## config.mk

```make
export PLATFORM = sky130hd
export DESIGN_NAME = uart_msg_gen
export DESIGN_NICKNAME = d
export VERILOG_FILES = /design/src/rtl/uart_msg_gen.sv
export SDC_FILE = /design/constraint.sdc
export NUM_CORES = 1
export LEC_CHECK = 0
export CORE_MARGIN = 10
export CORE_UTILIZATION = 30
export CTS_BUF_LIST = sky130_fd_sc_hd__clkbuf_4 sky130_fd_sc_hd__clkbuf_8 sky130_fd_sc_hd__clkbuf_16
export DETAILED_ROUTE_END_ITERATION = 6
export PLACE_DENSITY = 0.51
export SLEW_MARGIN = 20
export SYNTH_ARGS = -nofsm -noshare
export SYNTH_HDL_FRONTEND = slang
export SYNTH_SLANG_ARGS = --single-unit
```

## constraint.sdc

```tcl
create_clock -name clk -period 4.7 [get_ports clk]
set_clock_uncertainty 0.05 [all_clocks]
set_input_delay 0.47 -clock clk [delete_from_list [all_inputs] [get_ports clk]]
set_output_delay 0.47 -clock clk [all_outputs]
set_load 0.02 [all_outputs]
```

## src/rtl/uart_msg_gen.sv

```systemverilog
`default_nettype none
// +---------------------------------------------------------------------------+
// | uart_msg_gen: sends a buffered byte message to a UART, periodic/triggered |
// | Option macro: UART_MSG_CRLF_EN (append CR LF after the buffer bytes)      |
// | Revision: 1.0                                                             |
// +---------------------------------------------------------------------------+
module uart_msg_gen #(
  parameter int DEPTH    = 32,
  parameter int ADDR_W   = 5,
  parameter int PERIOD_W = 24
) (
  input  logic                clk,
  input  logic                rst,
  input  logic                mode,
  input  logic                trig,
  input  logic [PERIOD_W-1:0] period,
  input  logic [ADDR_W:0]     msg_len,
  input  logic                ld_en,
  input  logic [ADDR_W-1:0]   ld_addr,
  input  logic [7:0]          ld_data,
  input  logic                tx_busy,
  output logic [7:0]          write_data,
  output logic                write_en,
  output logic                busy,
  output logic                done,
  output logic                overrun
);

  typedef enum logic [1:0] {
    IDLE  = 2'd0,
    FETCH = 2'd1,
    SEND  = 2'd2,
    WAIT  = 2'd3
  } state_t;

  localparam logic [ADDR_W:0] DEPTH_C = (ADDR_W+1)'(DEPTH);

  state_t               state_q, state_d;
  logic [PERIOD_W-1:0]  timer_q, timer_d;
  logic [ADDR_W:0]      idx_q, idx_d;
  logic [ADDR_W:0]      len_q, len_d;
  logic [7:0]           write_data_q, write_data_d;
  logic                 write_en_q, write_en_d;
  logic                 done_q, done_d;
  logic                 overrun_q, overrun_d;
  logic                 tx_busy_reg_q;
  logic [7:0]           rd_q;
  logic [7:0]           mem_q [DEPTH];

  logic                 timer_hit;
  logic                 start;
  logic                 tx_fall;
  logic [ADDR_W:0]      total;

  // Buffer kept reset-free so it maps onto block RAM; read registered in FETCH
  always_ff @(posedge clk) begin
    if (ld_en && state_q == IDLE) begin
      mem_q[ld_addr] <= ld_data;
    end
    if (state_q == FETCH) begin
      rd_q <= mem_q[idx_q[ADDR_W-1:0]];
    end
  end

  always_comb begin
    timer_hit = 1'b0;
    timer_d   = '0;
    if (!mode && period != '0) begin
      timer_hit = (timer_q == period - PERIOD_W'(1));
      timer_d   = (timer_q >= period - PERIOD_W'(1)) ? '0 : timer_q + PERIOD_W'(1);
    end
  end

  assign start   = timer_hit | (mode & trig);
  assign tx_fall = tx_busy_reg_q & ~tx_busy;

`ifdef UART_MSG_CRLF_EN
  assign total = len_q + (ADDR_W+1)'(2);
`else
  assign total = len_q;
`endif

  always_comb begin
    state_d      = state_q;
    idx_d        = idx_q;
    len_d        = len_q;
    write_data_d = write_data_q;
    write_en_d   = 1'b0;
    done_d       = 1'b0;
    overrun_d    = overrun_q;

    if (start && state_q != IDLE) begin
      overrun_d = 1'b1;
    end

    case (state_q)
      IDLE: begin
        if (start && msg_len != '0) begin
          len_d   = (msg_len > DEPTH_C) ? DEPTH_C : msg_len;
          idx_d   = '0;
          state_d = FETCH;
        end
      end
      FETCH: begin
        state_d = SEND;
      end
      SEND: begin
`ifdef UART_MSG_CRLF_EN
        if (idx_q == len_q) begin
          write_data_d = 8'h0D;
        end else if (idx_q == len_q + (ADDR_W+1)'(1)) begin
          write_data_d = 8'h0A;
        end else begin
          write_data_d = rd_q;
        end
`else
        write_data_d = rd_q;
`endif
        write_en_d = 1'b1;
        idx_d      = idx_q + (ADDR_W+1)'(1);
        state_d    = WAIT;
      end
      WAIT: begin
        if (tx_fall) begin
          if (idx_q >= total) begin
            state_d = IDLE;
            done_d  = 1'b1;
          end else begin
            state_d = FETCH;
          end
        end
      end
      default: begin
        state_d = IDLE;
      end
    endcase
  end

  always_ff @(posedge clk) begin
    if (rst) begin
      state_q       <= IDLE;
      timer_q       <= '0;
      idx_q         <= '0;
      len_q         <= '0;
      write_data_q  <= 8'h00;
      write_en_q    <= 1'b0;
      done_q        <= 1'b0;
      overrun_q     <= 1'b0;
      tx_busy_reg_q <= 1'b0;
    end else begin
      state_q       <= state_d;
      timer_q       <= timer_d;
      idx_q         <= idx_d;
      len_q         <= len_d;
      write_data_q  <= write_data_d;
      write_en_q    <= write_en_d;
      done_q        <= done_d;
      overrun_q     <= overrun_d;
      tx_busy_reg_q <= tx_busy;
    end
  end

  assign write_data = write_data_q;
  assign write_en   = write_en_q;
  assign busy       = (state_q != IDLE);
  assign done       = done_q;
  assign overrun    = overrun_q;

endmodule
`default_nettype wire
```

Word-level counts from Yosys, hierarchy flattened
Memories as Yosys holds them, arrays and structs flattened. A register that Yosys moved wholly into a read port is not among the register bits.
Cells that the tools add are included.
Storage, ports and cells
  bits in writable memories: 256
  input port bits: 49
  bits in latches: 0
  ROM bits: 0
  memories kept: 1
  logic and storage cells: 56
  flip-flop bits (word level): 50
Memories
  mem_q: depth 32, bits a word 8, read ports 1, clocked after Yosys merged registers in 1, write ports 1, line 48  | logic [7:0] mem_q [DEPTH];
Operators by class
  $mul: 0
  add/subtract/negate cells: 3
  shift operators: 0
  mux-type cells: 12
  bitwise logic cells: 7
  div/mod/pow operators: 0
  $lt $le $gt $ge: 3
  reduce and logical (&&, ||, !) cells: 15
  equal/unequal tests: 6
Operators with widths (count)
  adder 24 x 1 -> 24 bit (second input constant): 1
  equality test 24 bit: 1
  greater-or-equal comparator 24 bit: 1
  nonzero test 24 bit: 1
  subtractor 24 x 1 -> 24 bit (second input constant): 1
  two-way mux 6 bit: 2
  case mux 6 bit (2 select lines): 1
  case mux 2 bit (4 select lines): 1
  adder 6 x 1 -> 6 bit (second input constant): 1
  greater-or-equal comparator 6 bit: 1
  > comparator 6 bit (second input constant): 1
  two-way mux 1 bit: 6
  AND reduction 2 bit: 3
  nonzero test 6 bit: 1
  OR reduction 3 bit: 2
  equality test 2 bit (second input constant): 2
  logical AND 1 bit: 4
  two-way mux 2 bit: 2
  NOT 1 bit: 4
  nonzero test 2 bit: 2
  AND 1 bit: 2
  equality test 2 x 1 -> 1 bit (second input constant): 1
  zero test 2 bit: 1
  inequality test 2 x 1 -> 1 bit (second input constant): 1
  3 further kinds: 3

Logic depth before layout (Yosys ltp)
  word-level depth: 7
  gate-level depth with buffers: 14
  depth with buffers taken out: 13

Worst setup path before layout
OpenSTA, ideal clock, no wires.
  path type: input -> register
  start point: input period[11]
  end point: register len_q[5]
  data required time: 4.522 ns
  arrival: 3.545 ns
  setup slack: 0.977 ns
  buffers on the path: 1
  cell stages on the path: 14
  cell sequence: or4_1 -> nor3_2 -> and3_1 -> nand2_1 -> or3_1 -> xor2_1 -> ha_1 -> nand4_1 -> nor4_2 -> o311ai_4 -> a211oi_1 -> buf_2 -> mux2i_1 -> nor2_1
On the way
  longest elaborated chain between the ends: 6
  elaborated cells between the ends (all ways): 8
  classes of those cells: add/sub: 1; eq/ne: 1; mux: 1; bitwise: 1; reduce/logical: 4
Ends and longest elaborated chain
  from (decl): line 16  | input logic [PERIOD_W-1:0] period,
  subtractor 24 x 1 -> 24 bit or nonzero test 24 bit (tied branches): line 69, 68
  equality test 24 bit or logical AND 1 bit (tied branches): line 69, 68
  two-way mux 1 bit (*): line 68  | if (!mode && period != '0) begin
  OR 1 bit (*): line 74  | assign start = timer_hit | (mode & trig);
  logical AND 1 bit (*): line 98  | if (start && msg_len != '0) begin
  AND reduction 2 bit (no line) (*)
  to (signal assigned): line 154  | len_q <= len_d;
  to (decl): line 41  | logic [ADDR_W:0] len_q, len_d;
Mark *: on every way between the ends. The rest lies on a longest branch, timed or not.
A chain may end at the register's enable or synchronous reset.

Worst setup path in the final report
  start point: input period[4]
  end point: register idx_q[3]
On the way
  longest elaborated chain between the ends: 7
  elaborated cells between the ends (all ways): 9
  classes of those cells: add/sub: 1; eq/ne: 2; mux: 1; bitwise: 1; reduce/logical: 4
Ends and longest elaborated chain
  subtractor 24 x 1 -> 24 bit or nonzero test 24 bit (tied branches): line 69, 68
  equality test 24 bit or logical AND 1 bit (tied branches): line 69, 68
  two-way mux 1 bit (*): line 68
  OR 1 bit (*): line 74
  logical AND 1 bit (*): line 98
  inequality test 2 x 1 -> 1 bit (no line) (*)
  AND reduction 2 bit (no line) (*)
  to (signal assigned): line 153  | idx_q <= idx_d;
  to (decl): line 40  | logic [ADDR_W:0] idx_q, idx_d;
Marks and branches as above.

==> reports/qor.csv <==
metric,value,unit
Clock Latency Late Sink,0.55,ns
Ports,61,
WP data arrival,4.35,ns
Clock Tree Buf Depth,3,
final hold viol count,0,
Worst Hold Class,input port to flip-flop,
ys flop type,edfxtp_1,
die area,54300,um2
CTS tree,built,
synth top area cells,"edfxtp_1, mux4_2, dfxtp_1",
Worst Setup SP,period[4],
# diodes,0,
final worst slack,0.733,ns
worst flop-to-flop path endpoint,mem_q[19][2]$_DFFE_PP_,
placed cell area,15000,um2
Slew @ Worst Pin,0.970,ns
Yosys warnings,0,
first-pass GRT wire length,48100,um
GP Congestion,0.748,
GRT Overall Usage,11.7,%
final wirelength,31400,um
Final Max Slew Viols,0,
post_cts resized,0,
clock transition at the registers of the reported paths,0.06,ns
Synth cell types,53,
Setup-failing EPs final,0,
reg2reg start,state_q[0]$_SDFFE_PP0P_,
drt via density,4.85,
status,finished clean,
final core utilization,36.4,%
final setup TNS,0,ns
CP startpoint kind,input port,
asr flop ratio synth,0,%
Setup CP Type,input port to flip-flop,
initial antenna violation count,0,
first-pass detailed-route iteration total,5,
number of clock sinks,314,
Worst Hold Slack,0.410,ns
syn nets,927,
Worst setup EP type,flip-flop,
DP Worst Slack,0.176,ns
CTS Buf Count,36,
Netlist Area Pre-Place,13600,um2
Worst Reg-to-Reg Cells,4,
overall die width,233,um
r2r setup slk,1.70,ns
vias in the first global route,7692,
row count,77,
layout cells sized above 1,19.2,%
max cap viols,0,
Power Dens Cells,421,nW/um2
fmax,252,MHz
synthesized instance count,839,
"Seq/Total Area, Yosys",65.6,%
Syn Area/Cell,16.2,um2
post-route ant nets,0,
top cell type by total area after synthesis,edfxtp_1,
area grow syn2layout,19.0,%
root buffer cell,clkbuf_16,
Detail Placement HPWL,20400,um
Die H,233,um
Buffers on Ports,60,
Initial Utilization,30.6,%
largest net degree at the start of global routing,36,
RSZ-0062 raised after global routing,no,
design area,16200,um2
drt drc,0,
area of the core,44500,um2
fillers,4220,
Hold Buf Count CTS,0,
"Max FO, Critical Path",8,
"flops & latches, synth",314,
maximum VDD drop,0.215,mV
CP endpoint,idx_q[3]$_SDFFE_PP0P_,
H-tree depth,2,
Wirelength per Cell,20.4,um
vias,7468,
fin crit share,84.4,%
gr ovfl total,0,
post-CTS setup buffers,0,
post-synth top area share,58.3,%
post-layout minimum cycle time,3.97,ns
Relative slew margins,34.7,%
1st-iter DRT viols,458,
Final nets,1012,
Lkg Pwr,0.00518,uW
Worst Hold Depth,1,
"Data required, critical path",5.08,ns
number of flops mapped to enable cells by yosys,264,
## worst max-delay path: stages
cell and delay (ns):
clkdlybuf4s50_1 0.50, nor4_2 0.38, and2_1 0.20, nand2_1 0.09, or4_1 0.48, nor4_1 0.26, xnor2_1 0.12, ha_1 0.30
nand4_1 0.14, nor4_2 0.40, o311ai_4 0.22, a31oi_2 0.46, a21o_1 0.24, a21oi_1 0.08
## final cells by class
cell class	count	area, um2	area share [%]
flip-flops and latches	314	8930	55.1
well taps	592	741	4.57
clock buffers	42	963	5.95
repair buffers	79	753	4.65
clock inverters	21	287	1.77
inverters	15	56.3	0.348
multi-input cells	478	4470	27.6
## metal layers
| layer | track usage, % | vias up | routed length, um |
|---|---|---|---|
| li1 | - | 3452 | - |
| met1 | 16.6 | 3816 | 15100 |
| met2 | 17.5 | 168 | 14100 |
| met3 | 2.64 | 32 | 1710 |
| met4 | 3.59 | 0 | 486 |
| met5 | 0 | - | 0 |
## cells in the mapped netlist, drive strengths merged, types with 11 or more instances
cell and count:
xor2 20, nor4 13, inv 15, buf 14, a21oi 22, mux4 80
clkbuf 18, nand3b 11, nor3 12, nand4 15, ha 39, nand2 48
nor2 88, xnor2 26, edfxtp 264, dfxtp 50, nand3 18
## through the flow
step	cells	total power, uW
6_report	1541	6820
5_1_grt	1541	7080
4_1_cts	1541	6900
3_5_place_dp	1478	3940
3_3_place_gp	1478	3950
2_1_floorplan	839	3640
## kinds of logic after synthesis
group | after synthesis | share of synthesized area [%]
xor+xnor | 46 | 2.96
compound gates | 54 | 2.68
flops | 314 | 65.6
mux | 97 | 14.6
simple gates | 242 | 8.97
fa+ha+maj | 39 | 3.59
buf+inv | 47 | 1.63
## how the worst min path moves through the flow
stage,from,end,slack (ns)
floorplan,tx_busy_reg_q$_SDFF_PP0_,done$_SDFF_PP0_,0.39
global placement,overrun$_SDFFE_PP0P_,overrun$_SDFFE_PP0P_,0.41
detailed placement,overrun$_SDFFE_PP0P_,overrun$_SDFFE_PP0P_,0.41
CTS,ld_data[1],mem_q[8][1]$_DFFE_PP_,0.40
global route,ld_data[7],mem_q[14][7]$_DFFE_PP_,0.43
finish,ld_data[7],mem_q[10][7]$_DFFE_PP_,0.41
## state kept, by name, indices dropped and copies added (netlist names)
| name | flops |
|---|---|
| done | 1 |
| idx_q | 6 |
| len_q | 6 |
| mem_q | 256 |
| overrun | 1 |
| rd_q | 8 |
| state_q | 2 |
| timer_q | 24 |
| tx_busy_reg_q | 1 |
| write_data | 8 |
| write_en | 1 |
## where the power goes
group          switching (uW)  leakage, uW  internal [uW]
Combinational             415      0.00178            313
Clock                    1130     0.000611           1810
Sequential               46.3      0.00278           3100
Total                    1590      0.00518           5230
## cells in the final DEF (no fill, tap or decap), types with 6 or more instances in the layout
master             n
clkdlybuf4s50_1   57
nand2_1           48
nand3b_1          11
nor4_1             8
mux4_2            80
mux2_2             8
ha_1              39
nand4_1           14
nand3_1           18
mux2i_1            9
nor2_1            88
a21oi_1           22
bufinv_16          6
or3_1              6
nand2b_1           8
clkbuf_16         37
inv_1             15
dfxtp_1           48
nor3_1            11
edfxtp_1         264
xnor2_1           26
xor2_1            20
a21o_1             9
buf_4             17
Note: power is estimated with default switching activity, not from simulation.
